===== config.mk =====
export PLATFORM = sky130hd
export DESIGN_NAME = lab3_enc8_arb
export DESIGN_NICKNAME = d
export VERILOG_FILES = /design/src/rtl/lab3_pkg.sv /design/src/rtl/lab3_prio_enc.sv /design/src/rtl/lab3_enc8_arb.sv
export SDC_FILE = /design/constraint.sdc
export NUM_CORES = 1
export LEC_CHECK = 0
export ABC_AREA = 1
export CAP_MARGIN = 30
export CORE_AREA = 10 10 58 72
export DETAILED_ROUTE_END_ITERATION = 16
export DIE_AREA = 0 0 68 82
export PLACE_DENSITY_LB_ADDON = 0.1
export SLEW_MARGIN = 25
export SYNTH_ARGS = -nofsm -noshare
export SYNTH_HDL_FRONTEND = slang
export SYNTH_SLANG_ARGS = --single-unit

===== constraint.sdc =====
create_clock -name clk -period 4.5 [get_ports clk]
set_input_delay 0.675 -clock clk [delete_from_list [all_inputs] [get_ports clk]]
set_output_delay 0.675 -clock clk [all_outputs]
set_load 0.02 [all_outputs]

===== src/rtl/lab3_pkg.sv =====
// Shared sizing, FSM states and priority helper
// for the 8-line request encoder/arbiter.
package lab3_pkg;

  localparam int N = 8;
  localparam int W = $clog2(N);

  typedef enum logic {
    ST_IDLE    = 1'b0,
    ST_PRESENT = 1'b1
  } arb_state_e;

  function automatic logic [W-1:0] hi_index(
    input logic [N-1:0] vec
  );
    logic [W-1:0] idx;
    idx = '0;
    for (int i = 0; i < N; i++) begin
      if (vec[i]) idx = W'(i);
    end
    return idx;
  endfunction

endpackage


===== src/rtl/lab3_prio_enc.sv =====
// Combinational N-to-W encoder;
// the highest set index wins.
module lab3_prio_enc #(
  parameter int N = 8,
  parameter int W = 3
) (
  input  logic [N-1:0] vec,
  output logic [W-1:0] code,
  output logic         any
);

  always_comb begin
    code = '0;
    for (int i = 0; i < N; i++) begin
      if (vec[i]) code = W'(i);
    end
  end

  assign any = |vec;

endmodule


===== src/rtl/lab3_enc8_arb.sv =====
// Pending-request register with fixed-priority
// grant presented over a valid/ready handshake.
module lab3_enc8_arb
  import lab3_pkg::*;
#(
  parameter int N = 8,
  parameter int W = 3
) (
  input  logic         clk,
  input  logic         rst_n,
  input  logic [N-1:0] req_in,
  input  logic         ready_in,
  output logic [W-1:0] code_out,
  output logic         valid_out,
  output logic [N-1:0] pend_out,
  output logic [W:0]   cnt_out,
  output logic         multi_out
);

  arb_state_e   state_q, state_d;
  logic [N-1:0] pend_q, pend_d, clr;
  logic [W-1:0] code_q, code_d, hi_code;
  logic         hi_any, accept;

  assign valid_out = (state_q == ST_PRESENT);
  assign accept    = valid_out & ready_in;

  // A request arriving with its own accept re-sets the bit
  assign clr    = accept ? ({{(N-1){1'b0}}, 1'b1} << code_q) : '0;
  assign pend_d = (pend_q & ~clr) | req_in;

  lab3_prio_enc #(
    .N(N),
    .W(W)
  ) u_prio (
    .vec (pend_d),
    .code(hi_code),
    .any (hi_any)
  );

  always_comb begin
    state_d = state_q;
    code_d  = code_q;
    unique case (state_q)
      ST_IDLE: begin
        if (hi_any) begin
          state_d = ST_PRESENT;
          code_d  = hi_code;
        end else begin
          code_d  = '0;
        end
      end
      ST_PRESENT: begin
        if (accept) begin
          if (hi_any) begin
            code_d  = hi_code;
          end else begin
            state_d = ST_IDLE;
            code_d  = '0;
          end
        end
      end
      default: begin
        state_d = ST_IDLE;
        code_d  = '0;
      end
    endcase
  end

  always_ff @(posedge clk or negedge rst_n) begin
    if (!rst_n) begin
      state_q <= ST_IDLE;
      code_q  <= '0;
      pend_q  <= '0;
    end else begin
      state_q <= state_d;
      code_q  <= code_d;
      pend_q  <= pend_d;
    end
  end

  always_comb begin
    cnt_out = '0;
    for (int i = 0; i < N; i++) begin
      cnt_out = cnt_out + (W+1)'(pend_q[i]);
    end
  end

  assign multi_out = (cnt_out > (W+1)'(1));
  assign code_out  = code_q;
  assign pend_out  = pend_q;

endmodule


==> metrics.log <==
[metrics] largest clock skew in the final design: approximately 0.00046 ns
[metrics] total count of max-transition violations in the final report: 0
[metrics] synthesized netlist net count: around 120
[metrics] vias after detailed routing: 717
[metrics] sequential cell area fraction in the yosys report: 0.368
[metrics] fraction of power consumed by combinational cells: 0.394
[metrics] maximum level of the CTS H-tree: 1
[metrics] leading cell type in the layout, fill and taps excluded: sky130_fd_sc_hd__nand2_1
[metrics] Setup Viol. Count Final: 0
[metrics] distinct cell type count after synthesis: 21
[metrics] element type at the critical path end: output port
[metrics] static leakage: 0.577 nW
[metrics] Filler Cell Count: 309
[metrics] number of max-cap violations: 0
[metrics] hold bufs inserted after CTS: 0
[metrics] GRT Resource Usage Total: 0.0803
[metrics] number of placement rows: 22
[metrics] synthesis-stage register bit count: 12
[metrics] most frequent cells in the layout: 30 x sky130_fd_sc_hd__nand2_1, 25 x sky130_fd_sc_hd__inv_1, 25 x sky130_fd_sc_hd__clkdlybuf4s50_1
[metrics] Via density: 4.24
[metrics] type of the most critical hold path: reg2reg
[metrics] sink count of the clock tree: 12
[metrics] number of optimization iterations in the first detailed-route pass: 4
[metrics] CTS tree: built
[metrics] pin count of the biggest net entering global routing: 13
[metrics] residual antenna-violating net count after detailed routing: 0
[metrics] Antenna Diode Count: 0
[metrics] total number of nets in the final design: approximately 150
[metrics] number of synthesis warnings: 0
[metrics] number of failing hold endpoints at the final stage: 0
[metrics] RePlAce Congestion: about 0.8
[metrics] critical path data arrival time: 3.57 ns
[metrics] category of the worst setup path launch point: register
[metrics] power density cells: 261 nW/µm²
[metrics] Worst Path Class, Setup: reg2out
[metrics] post-synth top area share: 0.368
[metrics] Total Routed Length: 2120 µm
[metrics] post-layout utilization of the core: 0.405
[metrics] VDD IR max: 0.134 mV
[metrics] mapped cell area: just over 800 µm²
[metrics] pin slew with the least headroom to its limit: between 0.5 and 0.6 ns
[metrics] TritonCTS buffer count: 3
[metrics] cell-internal power: 0.000197 W
[metrics] Max Buffers Root-to-Sink: 2
[metrics] DRC Markers: 0
[metrics] Yosys top cell by area: sky130_fd_sc_hd__dfrtp_1
[metrics] total gr overflow: 0
[metrics] die footprint: 5580 µm²
[metrics] number of global-route vias before repair: 754
[metrics] vertical extent of the die: 82 µm
[metrics] power share of the clock group: 0.219
[metrics] sum of negative setup slack: 0 ns
[metrics] CTS Root Buffer Type: sky130_fd_sc_hd__clkbuf_4
[metrics] Avg WL per Cell: 12.6 µm
[metrics] net switching power of the design: about 0.00011 W
[metrics] wire length of the first global-routing pass: 3370 µm
[metrics] starting DRC count in detailed routing: 11
[metrics] sequential group share of total power: 0.387
[metrics] Critical Path Fanout Max: 3
[metrics] final clock period utilization by the worst path: 0.943
[metrics] max_slew headroom: 0.610
[metrics] initial antenna violation count: 0
[metrics] maximum operating frequency: 236 MHz
[metrics] cell count after synthesis: a little over 100
[metrics] buffer count from post-CTS setup fixing: 0
[metrics] Core Footprint: 2860 µm²
[metrics] Avg Cell Area, Syn: 7.92 µm²
[metrics] switching power as a share of total power: 0.347
[metrics] Port-buffer cells: 27
[metrics] Area contributors post-synth: sky130_fd_sc_hd__dfrtp_1 37%, sky130_fd_sc_hd__nand2_1 14%, sky130_fd_sc_hd__inv_1 12%, sky130_fd_sc_hd__fa_1 9.8%, sky130_fd_sc_hd__ha_1 4.6%
[metrics] time the final worst path needs with I/O delays and setup: 4.25 ns
[metrics] unrepaired setup endpoints after global routing: no
[metrics] clock latency of the later-clocked register in the worst-skew pair: roughly 0.27 ns
[metrics] Clock transition at path regs: 0.08 ns
[metrics] outcome: complete, no violations
[metrics] required time at the worst-slack endpoint: 3.83 ns
[metrics] post-CTS sizing: 0
[metrics] area delta synth->final: 42.0%
[metrics] Final HPWL DP: ~1800 µm
[metrics] die width: 68 µm
[metrics] starting utilization of the core area: 0.285
[metrics] number of top-level design ports: 28
[metrics] share of cells above drive strength 1: 0.135
[flip-flops by register name, summed over array words and instances, names as in the netlist]
name and cells:
pend_out 8, code_out 3, valid_out 1
[worst max-delay path: stages, from the launching register on]
cell	delay, ns
sky130_fd_sc_hd__dfrtp_1	0.42
sky130_fd_sc_hd__fa_1	0.54
sky130_fd_sc_hd__inv_1	0.05
sky130_fd_sc_hd__fa_1	0.44
sky130_fd_sc_hd__fa_1	0.49
sky130_fd_sc_hd__inv_1	0.04
sky130_fd_sc_hd__ha_1	0.18
sky130_fd_sc_hd__inv_1	0.07
sky130_fd_sc_hd__fa_1	0.40
sky130_fd_sc_hd__inv_1	0.07
sky130_fd_sc_hd__clkdlybuf4s50_1	0.60
[power by group through the flow]
stage	clock, W	combinational (W)	sequential, W
after CTS	0.0000704	0.000123	0.000117
final	0.0000664	0.000119	0.000117
after detailed placement	0	0.000123	0.000119
after global routing	0.0000746	0.000133	0.000118
after floorplan	0	0.0000634	0.000123
after global placement	0	0.000122	0.000119
[final timing paths]
| path | from | to | slack (ns) | cells after the start |
|---|---|---|---|---|
| min | pend_out[0]$_DFF_PN0_ | pend_out[0]$_DFF_PN0_ | 0.57 | 2 |
| min reg2reg | pend_out[0]$_DFF_PN0_ | pend_out[0]$_DFF_PN0_ | 0.57 | 2 |
| max | pend_out[0]$_DFF_PN0_ | cnt_out[1] | 0.25 | 10 |
| min in group asynchronous | rst_n | pend_out[1]$_DFF_PN0_ | 0.77 | 1 |
| max reg2reg | valid_out$_DFF_PN0_ | code_out[0]$_DFFE_PN0P_ | 3.02 | 11 |
| max in group asynchronous | rst_n | pend_out[7]$_DFF_PN0_ | 3.35 | 1 |
[per-stage QoR]
step	setup WS, ns	cells	cell area (µm²)	hold slack (ns)	total power (W)
global route	0.0782	169	1160	0.624	0.000326
finish	0.255	169	1160	0.575	0.000302
floorplan	0.593	103	816	0.379	0.000186
CTS	0.0707	169	1150	0.579	0.000311
global placement	0.458	166	1130	0.542	0.000241
detailed placement	0.365	166	1130	0.560	0.000242
[per-layer routing]
| metal | wire, µm | up-vias | share of wire | global-route usage |
|---|---|---|---|---|
| met1 | 801 | 335 | 0.38 | 0.0859 |
| li1 | - | 360 | - | - |
| met2 | 1100 | 20 | 0.52 | 0.132 |
| met3 | 201 | 2 | 0.095 | 0.0313 |
| met4 | 23 | 0 | 0.011 | 0.0423 |
| met5 | 0 | - | 0 | 0 |
[cell type report]
cell class              instances  area, µm²  share of cell area
clock buffers                   3       22.5              0.0194
inverters                      29        109              0.0940
multi-input cells              62        407               0.351
flip-flops and latches         12        300               0.259
well taps                      36       45.0              0.0389
repair buffers                 27        275               0.238
[logic make-up (layout without fill, tap and decap cells)]
family,after synthesis,in the layout,synth area share
and+or+nand+nor,48,48,0.291
adders and majority gates,7,7,0.144
DFF,12,12,0.368
AOI/OAI and AO/OA,6,6,0.0521
xor gates and xnor gates,1,1,0.0107
buffers and inverters,29,59,0.133
[cells in the mapped netlist]
cell type,instances
sky130_fd_sc_hd__nor2_1,5
sky130_fd_sc_hd__or2_4,1
sky130_fd_sc_hd__dfrtp_1,12
sky130_fd_sc_hd__nor2_4,2
sky130_fd_sc_hd__nor3_2,1
sky130_fd_sc_hd__a21oi_1,1
sky130_fd_sc_hd__a21oi_2,2
sky130_fd_sc_hd__ha_1,3
sky130_fd_sc_hd__inv_2,4
sky130_fd_sc_hd__nand2_1,30
sky130_fd_sc_hd__xnor2_1,1
sky130_fd_sc_hd__nor2_8,1
sky130_fd_sc_hd__nand3_1,4
sky130_fd_sc_hd__nor2_2,1
sky130_fd_sc_hd__fa_1,4
sky130_fd_sc_hd__nand4_1,1
sky130_fd_sc_hd__o21ai_1,1
sky130_fd_sc_hd__inv_1,25
sky130_fd_sc_hd__o21ai_2,1
sky130_fd_sc_hd__nand2_2,2
sky130_fd_sc_hd__a31oi_1,1
No activity file was read; power rests on OpenSTA's default activity.
